## src/rtl/adc_serial_reader.sv

```systemverilog
// adc_serial_reader: controls an 18-bit simultaneous-sampling ADC and turns its
// two serial outputs into parallel per-channel words.
// Each frame runs CONVST pulse -> wait for BUSY high then low -> CS low and
// clock out N_ADC/2 words on each of DOUTA/DOUTB -> quiet gap -> next frame.
// Channel k of DOUTA is strobed on data_valid_out[k]; the matching DOUTB word
// is strobed one cycle later on data_valid_out[k+N_ADC/2].
// Optional macro ADC_BUSY_TIMEOUT_EN: abandons a frame when a BUSY edge does
// not arrive within BUSY_TIMEOUT cycles, pulsing timeout_out.
module adc_serial_reader #(
    parameter int N_ADC        = 6,
    parameter int W_ADC        = 18,
    parameter int T_CONVST     = 2,
    parameter int T_QUIET      = 4,
    parameter int BUSY_TIMEOUT = 1024
) (
    input  logic               clk17_in,
    input  logic               reset_in,
    input  logic [2:0]         os_in,
    input  logic               cstart_in,
    input  logic               busy_in,
    input  logic               douta_in,
    input  logic               doutb_in,
    output logic [2:0]         os_out,
    output logic               convst_out,
    output logic               cs_out,
    output logic               sclk_out,
    output logic [N_ADC-1:0]   data_valid_out,
    output logic [W_ADC-1:0]   data_a_out,
    output logic [W_ADC-1:0]   data_b_out,
    output logic               timeout_out
);

    localparam int HALF = N_ADC / 2;
    localparam int BW   = (W_ADC > 1) ? $clog2(W_ADC) : 1;
    localparam int CHW  = (HALF > 1) ? $clog2(HALF) : 1;
    localparam int CMAX = (T_CONVST > T_QUIET) ? T_CONVST : T_QUIET;
    localparam int CW   = (CMAX > 1) ? $clog2(CMAX) : 1;

    localparam logic [CW-1:0]  CNV_LAST = CW'(T_CONVST - 1);
    localparam logic [CW-1:0]  Q_LAST   = CW'(T_QUIET - 1);
    localparam logic [BW-1:0]  BIT_LAST = BW'(W_ADC - 1);
    localparam logic [CHW-1:0] CH_LAST  = CHW'(HALF - 1);

    typedef enum logic [2:0] {
        S_IDLE, S_CONVST, S_WAIT_HI, S_WAIT_LO, S_READ, S_QUIET
    } state_t;

    state_t             state_q, state_d;
    logic [CW-1:0]      cnt_q, cnt_d;
    logic [2:0]         os_q, os_d;
    logic               convst_q, convst_d;
    logic               cs_q, cs_d;
    logic               sclk_q, sclk_d;
    logic [N_ADC-1:0]   valid_q, valid_d;
    logic [W_ADC-1:0]   da_q, da_d, db_q, db_d;
    logic [W_ADC-1:0]   sh_a_q, sh_a_d, sh_b_q, sh_b_d;
    logic               phase_q, phase_d;   // 0: next edge lowers SCLK, 1: next edge raises + samples
    logic [BW-1:0]      bit_q, bit_d;
    logic [CHW-1:0]     ch_q, ch_d;         // channel being shifted
    logic [CHW-1:0]     ld_ch_q, ld_ch_d;   // channel whose word is being published
    logic               load_q, load_d;     // publish A word on the next edge
    logic               strb_q, strb_d;     // publish B strobe on the next edge
    logic               done_q, done_d;     // last bit of last channel is in

`ifdef ADC_BUSY_TIMEOUT_EN
    localparam int TW = (BUSY_TIMEOUT > 1) ? $clog2(BUSY_TIMEOUT) : 1;
    localparam logic [TW-1:0] TMO_LAST = TW'(BUSY_TIMEOUT - 1);
    logic [TW-1:0]      tmo_q, tmo_d;
    logic               timeout_q, timeout_d;
    assign timeout_out = timeout_q;
`else
    localparam int unused_busy_timeout = BUSY_TIMEOUT;
    assign timeout_out = 1'b0;
`endif

    assign os_out         = os_q;
    assign convst_out     = convst_q;
    assign cs_out         = cs_q;
    assign sclk_out       = sclk_q;
    assign data_valid_out = valid_q;
    assign data_a_out     = da_q;
    assign data_b_out     = db_q;

    // Next-state and registered-output logic for the whole frame sequence
    always_comb begin
        state_d  = state_q;
        cnt_d    = cnt_q;
        os_d     = os_q;
        convst_d = convst_q;
        cs_d     = cs_q;
        sclk_d   = sclk_q;
        valid_d  = '0;
        da_d     = da_q;
        db_d     = db_q;
        sh_a_d   = sh_a_q;
        sh_b_d   = sh_b_q;
        phase_d  = phase_q;
        bit_d    = bit_q;
        ch_d     = ch_q;
        ld_ch_d  = ld_ch_q;
        load_d   = load_q;
        strb_d   = strb_q;
        done_d   = done_q;
`ifdef ADC_BUSY_TIMEOUT_EN
        tmo_d     = '0;
        timeout_d = 1'b0;
`endif
        case (state_q)
            S_IDLE: begin
                if (cstart_in) begin
                    state_d  = S_CONVST;
                    os_d     = os_in;
                    convst_d = 1'b0;
                    cnt_d    = '0;
                end
            end
            S_CONVST: begin
                if (cnt_q == CNV_LAST) begin
                    convst_d = 1'b1;
                    state_d  = S_WAIT_HI;
                end else begin
                    cnt_d = cnt_q + 1'b1;
                end
            end
            S_WAIT_HI: begin
                if (busy_in) state_d = S_WAIT_LO;
            end
            S_WAIT_LO: begin
                if (!busy_in) begin
                    state_d = S_READ;
                    cs_d    = 1'b0;
                    phase_d = 1'b0;
                    bit_d   = '0;
                    ch_d    = '0;
                    load_d  = 1'b0;
                    strb_d  = 1'b0;
                    done_d  = 1'b0;
                end
            end
            S_READ: begin
                if (!phase_q) begin
                    if (!done_q) begin
                        sclk_d  = 1'b0;
                        phase_d = 1'b1;
                    end
                end else begin
                    sclk_d  = 1'b1;
                    phase_d = 1'b0;
                    sh_a_d  = {sh_a_q[W_ADC-2:0], douta_in};
                    sh_b_d  = {sh_b_q[W_ADC-2:0], doutb_in};
                    if (bit_q == BIT_LAST) begin
                        bit_d   = '0;
                        load_d  = 1'b1;
                        ld_ch_d = ch_q;
                        if (ch_q == CH_LAST) done_d = 1'b1;
                        else                 ch_d   = ch_q + 1'b1;
                    end else begin
                        bit_d = bit_q + 1'b1;
                    end
                end
                // A word goes out first; B strobe follows so the two never collide
                if (load_q) begin
                    da_d   = sh_a_q;
                    db_d   = sh_b_q;
                    load_d = 1'b0;
                    strb_d = 1'b1;
                    for (int k = 0; k < HALF; k++)
                        if (ld_ch_q == CHW'(k)) valid_d[k] = 1'b1;
                end
                if (strb_q) begin
                    strb_d = 1'b0;
                    for (int k = 0; k < HALF; k++)
                        if (ld_ch_q == CHW'(k)) valid_d[k+HALF] = 1'b1;
                    if (done_q) begin
                        cs_d    = 1'b1;
                        state_d = S_QUIET;
                        cnt_d   = '0;
                    end
                end
            end
            S_QUIET: begin
                if (cnt_q == Q_LAST) begin
                    state_d  = S_CONVST;
                    os_d     = os_in;
                    convst_d = 1'b0;
                    cnt_d    = '0;
                end else begin
                    cnt_d = cnt_q + 1'b1;
                end
            end
            default: state_d = S_IDLE;
        endcase
`ifdef ADC_BUSY_TIMEOUT_EN
        // Count while the awaited BUSY edge is missing; abandon the frame at the limit
        if ((state_q == S_WAIT_HI && !busy_in) || (state_q == S_WAIT_LO && busy_in)) begin
            if (tmo_q == TMO_LAST) begin
                timeout_d = 1'b1;
                cs_d      = 1'b1;
                state_d   = S_QUIET;
                cnt_d     = '0;
            end else begin
                tmo_d = tmo_q + 1'b1;
            end
        end
`endif
    end

    // State and output registers with synchronous reset
    always_ff @(posedge clk17_in) begin
        if (reset_in) begin
            state_q  <= S_IDLE;
            cnt_q    <= '0;
            os_q     <= '0;
            convst_q <= 1'b1;
            cs_q     <= 1'b1;
            sclk_q   <= 1'b1;
            valid_q  <= '0;
            da_q     <= '0;
            db_q     <= '0;
            sh_a_q   <= '0;
            sh_b_q   <= '0;
            phase_q  <= 1'b0;
            bit_q    <= '0;
            ch_q     <= '0;
            ld_ch_q  <= '0;
            load_q   <= 1'b0;
            strb_q   <= 1'b0;
            done_q   <= 1'b0;
`ifdef ADC_BUSY_TIMEOUT_EN
            tmo_q     <= '0;
            timeout_q <= 1'b0;
`endif
        end else begin
            state_q  <= state_d;
            cnt_q    <= cnt_d;
            os_q     <= os_d;
            convst_q <= convst_d;
            cs_q     <= cs_d;
            sclk_q   <= sclk_d;
            valid_q  <= valid_d;
            da_q     <= da_d;
            db_q     <= db_d;
            sh_a_q   <= sh_a_d;
            sh_b_q   <= sh_b_d;
            phase_q  <= phase_d;
            bit_q    <= bit_d;
            ch_q     <= ch_d;
            ld_ch_q  <= ld_ch_d;
            load_q   <= load_d;
            strb_q   <= strb_d;
            done_q   <= done_d;
`ifdef ADC_BUSY_TIMEOUT_EN
            tmo_q     <= tmo_d;
            timeout_q <= timeout_d;
`endif
        end
    end

endmodule

```

## config.mk

```make
export PLATFORM = sky130hd
export DESIGN_NAME = adc_serial_reader
export DESIGN_NICKNAME = d
export VERILOG_FILES = /design/src/rtl/adc_serial_reader.sv
export SDC_FILE = /design/constraint.sdc
export NUM_CORES = 1
export LEC_CHECK = 0
export ABC_AREA = 1
export CORE_UTILIZATION = 33
export DETAILED_ROUTE_END_ITERATION = 8
export PLACE_DENSITY = 0.54
export RECOVER_POWER = 25
export SLEW_MARGIN = 25
export SYNTH_ARGS = -nofsm -noshare
export SYNTH_HDL_FRONTEND = slang
export SYNTH_SLANG_ARGS = --single-unit
```

## constraint.sdc

```tcl
create_clock -name clk17_in -period 1.8 [get_ports clk17_in]
set_input_delay 0.36 -clock clk17_in [delete_from_list [all_inputs] [get_ports clk17_in]]
set_output_delay 0.36 -clock clk17_in [all_outputs]
set_load 0.01 [all_outputs]
```

==> Word level (Yosys, flattened, before mapping) <==
Index checks and enable logic that the tools add are counted.
{ "classes": {"n_addsub": 3, "eq_ne": 24, "muxes": 53, "bitwise_logic": 3, "reduce_logical": 21} }
{ "op_table": {"columns": ["operator", "n"], "rows": [
  ["2-to-1 mux 3 bit", 9],
  ["inequality test 2 bit (second input constant)", 13],
  ["2-to-1 mux 1 bit", 21],
  ["2-to-1 mux 2 bit", 9],
  ["case mux 3 bit (6 select lines)", 1],
  ["2-to-1 mux 5 bit", 3],
  ["AND reduction 5 bit", 3],
  ["case mux 1 bit (2 select lines)", 5],
  ["case mux 5 bit (2 select lines)", 1],
  ["AND reduction 3 bit", 3],
  ["case mux 2 bit (4 select lines)", 1],
  ["AND reduction 2 bit", 4],
  ["AND reduction 4 bit", 2],
  ["AND reduction 7 bit", 1],
  ["equality test 2 bit (second input constant)", 3],
  ["equality test 3 x 2 -> 1 bit (second input constant)", 2],
  ["equality test 3 bit (second input constant)", 2],
  ["case mux 3 bit (2 select lines)", 1],
  ["OR reduction 3 bit", 2],
  ["adder 5 x 1 -> 5 bit (second input constant)", 1],
  ["equality test 5 bit (second input constant)", 1],
  ["adder 2 x 1 -> 2 bit (second input constant)", 2],
  ["equality test 2 x 1 -> 1 bit (second input constant)", 2],
  ["case mux 2 bit (2 select lines)", 1],
  ["8 further kinds", 11]
]} }
{ "totals": {"register_bits": 102, "word_cells": 123} }

==> Logic depth before layout (Yosys ltp) <==
{ "logic_depth": {"word_depth": 5, "mapped_depth": 10, "mapped_depth_nobuf": 9} }

==> Worst setup path after synthesis <==
OpenSTA, ideal clock, no wires.
{ "synth_timing": {"kind": "reg-to-reg", "start": "register state_q[1]", "end": "register da_q[0] (netlist: data_a_out[0])", "setup_ns": 0.116, "arrival_ns": 1.217, "required_time_ns": 1.684, "path_slack_ns": 0.468, "stages_incl_launch_ff": 9, "path_buffers": 2, "period_less_slack_ns": 1.332, "path_cell_list": "dfxtp_1 > buf_2 > nor2_4 > nand2_4 > nor2_4 > inv_2 > clkbuf_1 > nor2_1 > nor2_1"} }
{ "synth_via": {"elab_chain_len": 2} }
{ "synth_lines": {"columns": ["element", "line_no", "source"], "rows": [
  ["start, declared", "48", "state_t state_q, state_d;"],
  ["start signal, assigned", "234", "state_q <= state_d;"],
  ["equality test 3 bit", "108", "case (state_q)"],
  ["AND reduction 2 bit (no line)", null, null],
  ["end signal, assigned", "218", "da_q <= '0;"],
  ["end signal, assigned", "241", "da_q <= da_d;"],
  ["end, declared", "55", "logic [W_ADC-1:0] da_q, da_d, db_q, db_d;"]
]} }
No other way between the ends.
A chain may end at the register's enable or synchronous reset.

==> Worst setup path after layout <==
{ "layout_timing": {"start": "register db_q[13] (netlist: data_b_out[13])", "end": "output port data_b_out[13]"} }
{ "layout_rtl": {"columns": ["element", "line_no", "source"], "rows": [
  ["start, declared", "55", null],
  ["start signal, assigned", "219", "db_q <= '0;"],
  ["start signal, assigned", "242", "db_q <= db_d;"],
  ["end, declared", "29", "output logic [W_ADC-1:0] data_b_out,"]
]} }
No word-level cell between the ends.

==> results.md <==
* Outcome: complete, but fails checks
* Violated checks: design-rule violations
* DRC errors left at 10
* Rows at 39
* Hold_buf cts at 0
* Slew HR at about three fifths
* IO Count at 58
* Critical Path Fanout Max at 2
* Initial Utilization at 34.1%
* DR WL met2 at 3.88 mm
* Max Cap Viol at 0
* Vias at 3,386
* Fin. max-slew vios at 0
* Mapped Cells at 515
* Clock share of power at a little over a third
* Chip width at 111 um
* Post-route setup slack at approximately 170 ps
* Via density at between 4 and 5
* Die area at roughly 0.012 mm^2
* Area of the multi-input gates at between 0.0015 and 0.002 mm^2
* Global-route wire length before repair at 15.0 mm
* Count of yosys warnings during synthesis at 0
* Setup TNS at 0 ps
* Nature of the critical path startpoint: flop
* Clock sink total at 102
* Gpl congestion at 0.756
* Post-CTS sizing at 0
* Leak pwr at around 2 nW
* Crit path cell chain: clkdlybuf4s50_1
* Int Power at 3.79 mW
* Finished Layout Cells at 709
* Power Density at about 1100 mW/mm^2
* FF/Latch Area at slightly above 0.002 mm^2
* Chip Height at 111 um
* CTS H-tree depth at 3
* Comb power frac at 17.1%
* Worst slack at placement at 115 ps
* Fmax achieved at 612 MHz
* Total track usage at 14.7%
* WL met3 at about 300 um
* Area grow syn2layout at 24.4%
* Clock Tree Root: clkbuf_16
* Minimum clock period at approximately 1600 ps
* DR pass1 iterations at 6
* Num CTS Buffers at 9
* Arrival time worst endpoint at roughly 1300 ps
* Largest delay share family, worst path: buffers and inverters
* Largest net degree at the start of global routing at 53
* Clk slew on worst S/H paths at 70 ps
* Sw Share at 28.3%
* Clk_lat worst skew at 340 ps
* Iteration-0 DRC count of the detailed router at 130
* Setup violations, final at 0
* Clk_skew at 5.51 ps
* Kind of critical path: flop to output port
* Count of cell types in the netlist at 30
* Max Buffers Root-to-Sink at 2
* Total gr overflow at 0
* Inserted Diodes at 0
* Switching Power at between 1 and 1.5 mW
* Critical path's largest stage delay at 560 ps
* CP max stage cell: clkdlybuf4s50_1
* VDD IR max at 0.498 mV
* Placed cells at 693
* RSZ-0062 raised after global routing: no
* Sequential area share after synthesis at 52.0%
* Req. time, crit path at 1440 ps
* Fraction of layout cells with a size suffix above 1 at 5.48%
* Antenna viol nets, final at 0
* DP HPWL at ~5.3 mm
* Buffers on Ports at 56
* Period utilization at 90.7%
* Initial antenna violation count at 0
* Max Used Layer: met4
* CTS tree: built
* Syn_area_per_cell at roughly 7.6 um^2
* WL met1 at 4.20 mm
* Register bit total from synthesis at 102
* Post-CTS setup buffers at 0
* Post-Syn Area at 0.00393 mm^2
* # nets final at 575
* Util after Layout at 42.4%
* Actual slew at the worst max-slew pin at 625 ps
* Drt wl/cell at about 12 um
* Bufs and invs on worst path at 1
* Sequential power share at 46.9%
* Setup crit end kind: output port
* Fillcell total at roughly 1,200
* Hold crit path type: flop to flop
* Core Region at 0.0115 mm^2
* Synthesized Nets at 529
* Hold WS at 457 ps
* Fin. Hold Viols at 0
* Vias in the first global route at 3,301
* Final wirelength at 8.47 mm
[cells in the mapped netlist, drive strengths merged]
cell type	n	share of area, %
a21oi	54	6.9
nor2	99	10
nand2	113	11
and3	1	0.16
nand4	7	1.1
clkbuf	13	1.2
ha	5	1.6
dfxtp	102	52
o21ai	44	5.6
buf	15	2.5
xor2	2	0.45
o211ai	1	0.19
o21a	1	0.19
inv	25	2.4
nand3	20	2.8
o22ai	1	0.16
conb	1	0.095
nor3	8	1.0
or2	3	0.48
[power by group through the flow]
stage          clock network, mW  registers, mW  logic [mW]
3_3_place_gp                   0           2.53       0.903
6_report                    1.90           2.48       0.905
4_1_cts                     1.96           2.48       0.923
3_5_place_dp                   0           2.53       0.919
5_1_grt                     2.03           2.50        1.04
2_1_floorplan                  0           2.51       0.684
[path summary, 6_finish.rpt]
check            startpoint             end  slack (ps)  cells past startpoint
max          data_b_out[13]  data_b_out[13]         170                      1
min               os_out[2]       os_out[2]         460                      2
max reg2reg      state_q[1]        bit_q[0]         180                      7
min reg2reg       os_out[2]       os_out[2]         460                      2
[state kept, by name, summed over array words and instances (netlist names), 2 cells and up]
| signal | flops |
|---|---|
| ld_ch_q | 2 |
| ch_q | 2 |
| bit_q | 5 |
| os_out | 3 |
| data_a_out | 18 |
| data_valid_out | 6 |
| data_b_out | 18 |
| cnt_q | 2 |
| sh_a_q | 18 |
| sh_b_q | 18 |
| state_q | 3 |
[kinds of logic (layout without fill, tap and decap cells)]
family | count (synthesis) | count (layout) | share of synthesized area [%]
buffers and inverters | 53 | 104 | 6.18
adders and majority gates | 5 | 5 | 1.59
and+or+nand+nor | 251 | 251 | 26.7
other | 1 | 1 | 0.0955
DFF | 102 | 102 | 52.0
xor gates and xnor gates | 2 | 2 | 0.446
AOI/OAI and AO/OA | 101 | 101 | 13.0
[metal layers]
layer / vias up / track usage, %
met4: 0 / 3.78
met3: 10 / 4.26
met1: 1569 / 17.9
met2: 56 / 25.5
met5: - / 0
li1: 1751 / -
[final cells by class]
cell class,instances,share of cell area [%]
inverter,25,1.92
sequential,102,41.8
multi-input combinational,360,33.6
tap,143,3.66
clock inverter,4,0.973
clock buffer,12,4.84
timing repair buffer,63,13.2
[placed cells by master (no fill, tap or decap), drive strengths merged]
cell type / netlist / final
bufinv: 0 / 1
clkbuf: 13 / 14
dlygate4sd3: 0 / 10
o21a: 1 / 1
a21oi: 54 / 54
o211ai: 1 / 1
clkinvlp: 0 / 1
buf: 15 / 5
inv: 25 / 25
ha: 5 / 5
nand2: 113 / 113
dfxtp: 102 / 102
clkdlybuf4s50: 0 / 46
xor2: 2 / 2
or2: 3 / 3
and3: 1 / 1
nand3: 20 / 20
o22ai: 1 / 1
conb: 1 / 1
nor2: 99 / 99
nand4: 7 / 7
nor3: 8 / 8
clkinv: 0 / 2
o21ai: 44 / 44
[per-stage QoR]
stage	power (mW)	instance area, um^2
after CTS	5.36	4890
final	5.28	4890
after floorplan	3.20	3930
after detailed placement	3.45	4610
after global routing	5.58	4890
after global placement	3.43	4610
Note: power is estimated with default switching activity, not from simulation.
